==> src/rtl/td4_core_param.sv <==
// Parametrised TD4 core: A/B/OUT/PC registers, carry flag, adder ALU and a RUN/HALT machine.
// Define TD4_EXT_OPS_EN to add ADD A,B (1000), JC (1010) and a carry-preserving NOP (1100).
module td4_core_param #(
    parameter int DATA_W = 4,
    parameter int ADDR_W = 4
) (
    input  logic              CLK,
    input  logic              RST,
    input  logic              EN,
    input  logic              RESUME,
    input  logic [DATA_W-1:0] IN,
    input  logic [DATA_W+3:0] ROM_DATA,
    output logic [ADDR_W-1:0] ROM_ADDR,
    output logic [DATA_W-1:0] OUT,
    output logic              HALTED
);
    typedef enum logic {S_RUN = 1'b0, S_HALT = 1'b1} state_t;

    state_t            state_q, state_d;
    logic [DATA_W-1:0] a_q, a_d, b_q, b_d, out_q, out_d;
    logic [ADDR_W-1:0] pc_q, pc_d;
    logic              c_q, c_d;

    logic [3:0]        op;
    logic [DATA_W-1:0] imm, src, addend, res;
    logic [DATA_W:0]   sum;
    logic [ADDR_W-1:0] pc_inc, jmp_tgt;

    assign op     = ROM_DATA[DATA_W+3:DATA_W];
    assign imm    = ROM_DATA[DATA_W-1:0];
    assign pc_inc = pc_q + ADDR_W'(1);

    // Jump target: immediate zero-extended or truncated to the PC width.
    generate
        if (ADDR_W <= DATA_W) begin : g_tgt_trunc
            assign jmp_tgt = imm[ADDR_W-1:0];
        end else begin : g_tgt_ext
            assign jmp_tgt = {{(ADDR_W-DATA_W){1'b0}}, imm};
        end
    endgenerate

    always_comb begin
        src    = '0;
        addend = imm;
        case (op)
            4'b0000, 4'b0100:          src = a_q;
            4'b0001, 4'b0101, 4'b1001: src = b_q;
            4'b0010, 4'b0110:          src = IN;
`ifdef TD4_EXT_OPS_EN
            4'b1000: begin
                src    = a_q;
                addend = b_q;
            end
`endif
            default:                   src = '0;
        endcase
        sum = {1'b0, src} + {1'b0, addend};
        res = sum[DATA_W-1:0];
    end

    always_comb begin
        state_d = state_q;
        a_d     = a_q;
        b_d     = b_q;
        out_d   = out_q;
        pc_d    = pc_q;
        c_d     = c_q;
        if (EN) begin
            case (state_q)
                S_RUN: begin
                    pc_d = pc_inc;
                    c_d  = sum[DATA_W];
                    case (op)
                        4'b0000, 4'b0001, 4'b0010, 4'b0011: a_d = res;
                        4'b0100, 4'b0101, 4'b0110, 4'b0111: b_d = res;
                        4'b1001, 4'b1011:                   out_d = res;
                        4'b1111:                            pc_d = jmp_tgt;
                        4'b1110: if (!c_q)                  pc_d = jmp_tgt;
                        4'b1101: begin
                            pc_d    = pc_q;
                            c_d     = c_q;
                            state_d = S_HALT;
                        end
`ifdef TD4_EXT_OPS_EN
                        4'b1000:                            a_d = res;
                        4'b1010: if (c_q)                   pc_d = jmp_tgt;
                        4'b1100:                            c_d = c_q;
`endif
                        default:                            c_d = 1'b0;
                    endcase
                end
                S_HALT: begin
                    if (RESUME) begin
                        state_d = S_RUN;
                        pc_d    = pc_inc;
                    end
                end
                default: state_d = S_RUN;
            endcase
        end
    end

    always_ff @(posedge CLK or posedge RST) begin
        if (RST) begin
            state_q <= S_RUN;
            a_q     <= '0;
            b_q     <= '0;
            out_q   <= '0;
            pc_q    <= '0;
            c_q     <= 1'b0;
        end else begin
            state_q <= state_d;
            a_q     <= a_d;
            b_q     <= b_d;
            out_q   <= out_d;
            pc_q    <= pc_d;
            c_q     <= c_d;
        end
    end

    assign ROM_ADDR = pc_q;
    assign OUT      = out_q;
    assign HALTED   = (state_q == S_HALT);
endmodule
==> config.mk <==
export PLATFORM = sky130hd
export DESIGN_NAME = td4_core_param
export DESIGN_NICKNAME = d
export VERILOG_FILES = /design/src/rtl/td4_core_param.sv
export SDC_FILE = /design/constraint.sdc
export NUM_CORES = 1
export LEC_CHECK = 0
export CAP_MARGIN = 25
export CORE_MARGIN = 2
export CORE_UTILIZATION = 51
export CTS_BUF_LIST = sky130_fd_sc_hd__clkbuf_4 sky130_fd_sc_hd__clkbuf_8
export CTS_CLUSTER_SIZE = 8
export DETAILED_ROUTE_END_ITERATION = 10
export GPL_ROUTABILITY_DRIVEN = 0
export PLACE_DENSITY = 0.82
export SETUP_SLACK_MARGIN = 0.3
export SLEW_MARGIN = 20
export SYNTH_ARGS = -nofsm -noshare
export SYNTH_HDL_FRONTEND = slang
export SYNTH_SLANG_ARGS = --single-unit
==> constraint.sdc <==
create_clock -name CLK -period 2.33 [get_ports CLK]
set_input_delay 0.466 -clock CLK [delete_from_list [all_inputs] [get_ports CLK]]
set_output_delay 0.466 -clock CLK [all_outputs]
set_load 0.03 [all_outputs]
==> results of run 1 <==
sequential cells by signal, indices dropped and copies added, names as in the netlist:
name and flops:
c_q 1, b_q 4, OUT 4, HALTED 1, ROM_ADDR 4, a_q 4
cells in the mapped netlist, drive strengths merged (2+ instances only):
library cell	n	share of area (%)
a21oi	4	1.9
and3b	2	1.8
dfrtp	18	43
ha	5	5.9
mux2	9	9.6
mux2i	8	7.6
nand2	12	4.3
nand4b	2	1.7
nor2	2	0.71
nor2b	5	3.2
o211ai	2	1.9
o21ai	8	3.8
o21bai	2	1.4
o2bb2ai	2	1.7
xnor2	2	1.7
final cells by class:
type | instances | area [sq um] | share of cell area, %
clock buffer | 4 | 36.3 | 2.44
sequential | 18 | 450 | 30.3
tap | 27 | 33.8 | 2.27
timing repair buffer | 35 | 323 | 21.7
multi-input combinational | 74 | 642 | 43.1
inverter | 1 | 3.75 | 0.252
path summary, 6_finish.rpt:
check,startpoint,endpoint,slack (ns),cells past startpoint
worst max register to register,a_q[1]$_DFFE_PP0P_,b_q[3]$_DFFE_PP0P_,0.53,7
worst min register to register,OUT[2]$_DFFE_PP0P_,OUT[2]$_DFFE_PP0P_,0.49,2
max in group asynchronous,RST,b_q[1]$_DFFE_PP0P_,1.35,2
min in group asynchronous,RST,ROM_ADDR[1]$_DFFE_PP0P_,0.56,2
worst min-delay path,OUT[2]$_DFFE_PP0P_,OUT[2]$_DFFE_PP0P_,0.49,2
worst max-delay path,HALTED$_DFFE_PP0P_,HALTED,0.35,1
per-stage QoR:
step | TNS, ns | utilization [%] | total power [W] | setup WS (ns) | cell area, sq um
final | 0 | 75.9 | 0.00135 | 0.352 | 1490
after global routing | 0 | 75.9 | 0.00143 | 0.286 | 1490
after CTS | 0 | 74.7 | 0.00133 | 0.347 | 1470
after detailed placement | -1.81 | 71.5 | 0.00112 | -0.214 | 1400
after global placement | -1.75 | 71.5 | 0.00110 | -0.221 | 1400
after floorplan | 0 | - | 0.000876 | 0.310 | 1060
layer usage:
| layer | wire length (um) | vias to the layer above |
|---|---|---|
| li1 | - | 417 |
| met1 | 993 | 417 |
| met2 | 1210 | 32 |
| met3 | 148 | 8 |
| met4 | 73 | 0 |
| met5 | 0 | - |
power by group:
group	internal [W]	switching (W)	total, W
Sequential	0.000438	0.0000951	0.000533
Clock	0.0000954	0.0000990	0.000194
Combinational	0.000317	0.000303	0.000619
Total	0.000851	0.000497	0.00135
timing repair:
item	CTS	global route
setup buffers	1	0
setup endpoints to repair	10	10
gates resized for setup	12	9
pin swaps	8	4
logic make-up (layout without fill, tap and decap cells):
kind of cell / Yosys count / after routing / synth area share [%]
muxes: 17 / 17 / 17.2
DFF: 18 / 18 / 42.8
xor gates and xnor gates: 2 / 2 / 1.66
buffers and inverters: 3 / 40 / 1.19
AOI/OAI and AO/OA: 20 / 20 / 12.1
adders and majority gates: 6 / 6 / 7.85
and+or+nand+nor: 29 / 29 / 17.1
placed cells by master, fill, tap and decap left out, types with 2 or more instances in the layout:
| cell | instances |
|---|---|
| clkdlybuf4s50_1 | 19 |
| dfrtp_1 | 18 |
| nand2_1 | 10 |
| buf_4 | 10 |
| mux2_2 | 8 |
| mux2i_1 | 7 |
| o21ai_0 | 5 |
| nor2b_1 | 4 |
| ha_1 | 4 |
| a21oi_1 | 3 |
| clkbuf_4 | 3 |
| and3b_2 | 2 |
| nor2_1 | 2 |
| nand4b_1 | 2 |
| nand2_2 | 2 |
| o21ai_1 | 2 |
| o21bai_1 | 2 |
| o2bb2ai_1 | 2 |
| clkdlybuf4s15_1 | 2 |
==> out/metrics.cfg, run 1 <==
[run_status]
status=completed

[sta]
fin_crit_sh_pct=84.9
fin_skew_ns=0.00146
fin_hold_ws_ns=0.488
fin_crit_ns=1.98
slew_viol_final=0
rsz0062_at_grt=no
worstMarginPinSlew_ns=0.670
clock.fmax_mhz=505
final-hold-violation-count=0
slew_headroom_pct=55.3
setup_viol=0

[finish]
antenna_cells=0
stdcell_count=159
drive_above_1_share_pct=29.5
fillers=152
area_growth_pct=41.5
finalNetCount=155

[run]
maxCapViolations=0

[worst_setup_path]
critPathKind=reg -> out
crit_chain=clkdlybuf4s50_1
endpoint_kind=primary output
cp_max_fo=6
cp.required_ns=1.86
max_stage_delay_ns=0.72
path_buf_inv=1
crit_family=buffers and inverters
start_kind=flip-flop
arrival_ns=1.51
slowest_stage=clkdlybuf4s50_1

[yosys]
avgSynthCellArea_sq_um=11.1
synth-main-ff-cell=dfrtp_1
yosysSeqAreaShare_pct=42.8
syn_area_sq_um=1050
yosys_warnings=0
synth_edf_count=0
syn_nets=117
syn-instance-count=95
ys_ff_latch=18
synthArstFlopShare_pct=100
synthDistinctLibCells=31

[routing]
avgRoutedWirePerCell_um=15.3
ant_nets=0
drtIter0Drc=13
wirelength_mm=2.43
first_pass_iters=4
viasPerCell=5.50
drcViolationCount=0
vias=874

[global_routing]
met3_usage_pct=3.37
grt_pass1_wl_mm=4.27
grt.met2_usage_pct=38.3
grt_pass1_vias=924
grt_max_degree=19
overflow=0
antenna_found_initial=0
grt_usage_pct=23.2
use_met1_pct=30.0
busiest_layer=met2

[min_path]
hp-class=reg -> reg

[cts]
clock-sinks=18
hold_buffers=0
clockBufferDepth=2
cts_made_buffers=3
cts.clk_slew.worst_paths_ns=0.10
clock_latency_ns=0.30
cts_tree=done
htreeDepth=1
cts_root_buf=clkbuf_4

[die]
die-width_um=49.4
die_y_um=49.4
start_util_pct=53.6
core-area_sq_um=1960
row_count=16
die_area_sq_um=2440
ios=25

[pwr]
p_per_area_nw_per_um2=905
vdd_drop_max_uv=669
total_leakage_power_nw=0.662

[placed_design]
dp_cells=154
dp_hpwl_mm=1.78
io_buffers=24

Note: power is estimated with default switching activity, not from simulation.
==> inputs of run 2 (changes only) <==
--- a/config.mk
+++ b/config.mk
@@ -7,12 +7,12 @@
 export LEC_CHECK = 0
 export CAP_MARGIN = 25
 export CORE_MARGIN = 2
-export CORE_UTILIZATION = 51
+export CORE_UTILIZATION = 46
 export CTS_BUF_LIST = sky130_fd_sc_hd__clkbuf_4 sky130_fd_sc_hd__clkbuf_8
 export CTS_CLUSTER_SIZE = 8
 export DETAILED_ROUTE_END_ITERATION = 10
 export GPL_ROUTABILITY_DRIVEN = 0
-export PLACE_DENSITY = 0.82
+export PLACE_DENSITY = 0.78
 export SETUP_SLACK_MARGIN = 0.3
 export SLEW_MARGIN = 20
 export SYNTH_ARGS = -nofsm -noshare
==> constraint.sdc (replaced) <==
create_clock -name CLK -period 1.65 [get_ports CLK]
set_input_delay 0.33 -clock CLK [delete_from_list [all_inputs] [get_ports CLK]]
set_output_delay 0.33 -clock CLK [all_outputs]
set_load 0.03 [all_outputs]
==> run 2 against run 1 <==
  * The flow now finishes with violations (negative setup slack)
  * Utilization down 2.4 points
  * Design area up 8.2%
  * Critical path depth up 6
  * Total power up 45%
==> out/metrics.cfg, run 2 (same netlist as run 1, synthesis figures left out) <==
[cts]
clock-sinks=18  ; unchanged
hold_buffers=0  ; unchanged
cts_tree=done  ; unchanged
clockBufferDepth=2  ; unchanged
cts_made_buffers=3  ; unchanged
cts_root_buf=clkbuf_4  ; unchanged
clock_latency_ns=0.30  ; about the same
cts.clk_slew.worst_paths_ns=0.11  ; was 0.10 ns
htreeDepth=1  ; unchanged

[die]
die_y_um=51.8  ; was 49.4 um
start_util_pct=48.0  ; was 53.6%
die-width_um=51.8  ; was 49.4 um
row_count=17  ; was 16
ios=25  ; unchanged
core-area_sq_um=2190  ; was 1960 sq um
die_area_sq_um=2690  ; was 2440 sq um

[finish]
antenna_cells=0  ; unchanged
final_core_util_pct=73.5  ; was 75.9%
fillers=163  ; was 152
final_cell_mix=buf_4 (19), dfrtp_1 (17), nand2_1 (11)  ; was clkdlybuf4s50_1 (19), dfrtp_1 (18), nand2_1 (10), buf_4 (10), mux2_2 (8)
area_growth_pct=53.0  ; was 41.5%
finalNetCount=168  ; was 155
drive_above_1_share_pct=47.6  ; was 29.5%
final_common_cell=buf_4  ; was clkdlybuf4s50_1

[worst_setup_path]
rr_endpoint=OUT[3]$_DFFE_PP0P_  ; was b_q[3]$_DFFE_PP0P_
ff2ff_path_depth=7  ; unchanged
r2r_slack_ns=-0.10  ; was 0.53 ns
critPathKind=reg -> reg  ; was reg -> out
slowest_stage=dfrtp_1  ; was clkdlybuf4s50_1
crit_chain=mux2i_2 > o21ai_2 > ha_1 > a21o_1 > a21oi_2 > xnor2_2 > mux2_4  ; was clkdlybuf4s50_1
cp.required_ns=1.84  ; was 1.86 ns
arrival_ns=1.94  ; was 1.51 ns
endpoint_kind=flip-flop  ; was primary output
timing.rr.start=a_q[1]$_DFFE_PP0P_  ; unchanged
crit_family=multiplexers  ; was buffers and inverters
cp_max_fo=3  ; was 6
max_stage_delay_ns=0.41  ; was 0.72 ns
start_kind=flip-flop  ; unchanged
path_buf_inv=0  ; was 1

[sta]
setup_viol=7  ; was 0
worstMarginPinSlew_ns=0.250  ; was 0.670 ns
fin_crit_ns=1.75
clock.fmax_mhz=571
slew_headroom_pct=83.3  ; was 55.3%
worst_slack_ns=-0.102  ; was 0.352 ns
final-hold-violation-count=0  ; unchanged
fin_setup_tns_ns=-0.329  ; was 0 ns
fin_skew_ns=0.00872  ; was 0.00146 ns
slew_viol_final=0  ; unchanged
rsz0062_at_grt=yes  ; was no
fin_crit_sh_pct=106

[routing]
ant_nets=0  ; unchanged
drtIter0Drc=13  ; unchanged
viasPerCell=5.22  ; was 5.50
first_pass_iters=4  ; unchanged
drcViolationCount=0  ; unchanged
avgRoutedWirePerCell_um=14.5  ; was 15.3 um
vias=903  ; was 874
wirelength_mm=2.50  ; was 2.43 mm

[global_routing]
grt_usage_pct=21.1  ; was 23.2%
grt_max_degree=19  ; unchanged
antenna_found_initial=0  ; unchanged
overflow=0  ; unchanged
grt_pass1_vias=940  ; was 924
grt_pass1_wl_mm=4.20  ; was 4.27 mm

[min_path]
hp-class=in -> async  ; was reg -> reg

[pwr]
p_int_w=0.00123  ; was 0.000851 W
total_power_w=0.00195  ; was 0.00135 W
combPwrFrac_pct=47.8  ; was 46.0%
p_per_area_nw_per_um2=1210  ; was 905 nW/um^2
vdd_drop_max_uv=797  ; was 669 uV
swShare_pct=37.0  ; was 36.9%
total_leakage_power_nw=0.757  ; was 0.662 nW
pwr-share-clk_pct=14.4  ; about the same
p_switching_w=0.000723  ; was 0.000497 W
seqPwrFrac_pct=37.9  ; was 39.6%

[run_status]
status=finished, violations left  ; was completed
violations=negative setup slack

[placed_design]
dp_slack_ns=-0.785  ; was -0.214 ns
dp_hpwl_mm=1.74  ; was 1.78 mm
io_buffers=24  ; unchanged

[run]
maxCapViolations=0  ; unchanged

==> run 2: changes by cell type in the layout (fill, tap and decap cells not counted), moves of 2 or more <==
cell	delta
clkdlybuf4s15_2	+5
buf_2	+7
clkdlybuf4s15_1	-2
o21ai_0	-3
buf_4	+9
a21oi_1	-2
clkdlybuf4s50_1	-11
buf_6	+5
o21ai_2	+2
mux2_2	-4
dlygate4sd2_1	+2
mux2_4	+4
a21oi_2	+2
o21ai_1	+2
==> run 2: worst max path at each step <==
stage	start	endpoint	cells past startpoint	slack (ns)
CTS	a_q[1]$_DFFE_PP0P_	OUT[3]$_DFFE_PP0P_	7	-0.11
finish	a_q[1]$_DFFE_PP0P_	OUT[3]$_DFFE_PP0P_	7	-0.10
global route	a_q[1]$_DFFE_PP0P_	OUT[3]$_DFFE_PP0P_	7	-0.18
global placement	ROM_DATA[7]	b_q[3]$_DFFE_PP0P_	10	-0.77
detailed placement	ROM_DATA[7]	c_q$_DFFE_PP0P_	11	-0.78
floorplan	ROM_DATA[5]	b_q[3]$_DFFE_PP0P_	9	-0.21
==> run 2: what timing repair did <==
| action | 4_1_cts | 5_1_grt |
|---|---|---|
| pin swaps | 19 | 8 |
| buffers inserted | 6 | 2 |
| resized for setup | 68 | 11 |
| setup endpoints to repair | 27 | 20 |
==> run 2: worst min-delay path, cell delays in order <==
cell	delay (ns)
clkdlybuf4s50_1	0.40
inv_1	0.06
buf_4	0.25
==> run 2: final cells by class <==
cell class              count  area [sq um]  area share, %
inverters                   1          3.75          0.233
repair buffers             48           408           25.3
multi-input cells          74           676           42.0
flip-flops and latches     18           452           28.0
well taps                  28          35.0           2.18
clock buffers               4          36.3           2.25
==> run 2: metrics by stage <==
| step | cells | area (sq um) | hold WS, ns |
|---|---|---|---|
| 2_1_floorplan | 95 | 1090 | 0.269 |
| 3_3_place_gp | 161 | 1470 | 0.459 |
| 3_5_place_dp | 161 | 1470 | 0.468 |
| 4_1_cts | 171 | 1580 | 0.359 |
| 5_1_grt | 173 | 1610 | 0.376 |
| 6_report | 173 | 1610 | 0.350 |
==> run 2: power groups by stage <==
stage               sequential (W)  combinational [W]  clock, W
global placement          0.000738           0.000859         0
detailed placement        0.000748           0.000874         0
global route              0.000765            0.00101  0.000299
floorplan                 0.000896           0.000363         0
CTS                       0.000736           0.000915  0.000283
finish                    0.000739           0.000933  0.000281
==> run 2: metal layers <==
metal | share of wire [%] | GRT usage [%] | up-vias
li1 | - | - | 445
met1 | 47 | 29.1 | 440
met2 | 49 | 35.0 | 16
met3 | 3.3 | 2.01 | 2
met4 | 0.48 | 6.58 | 0
met5 | 0 | 0 | -
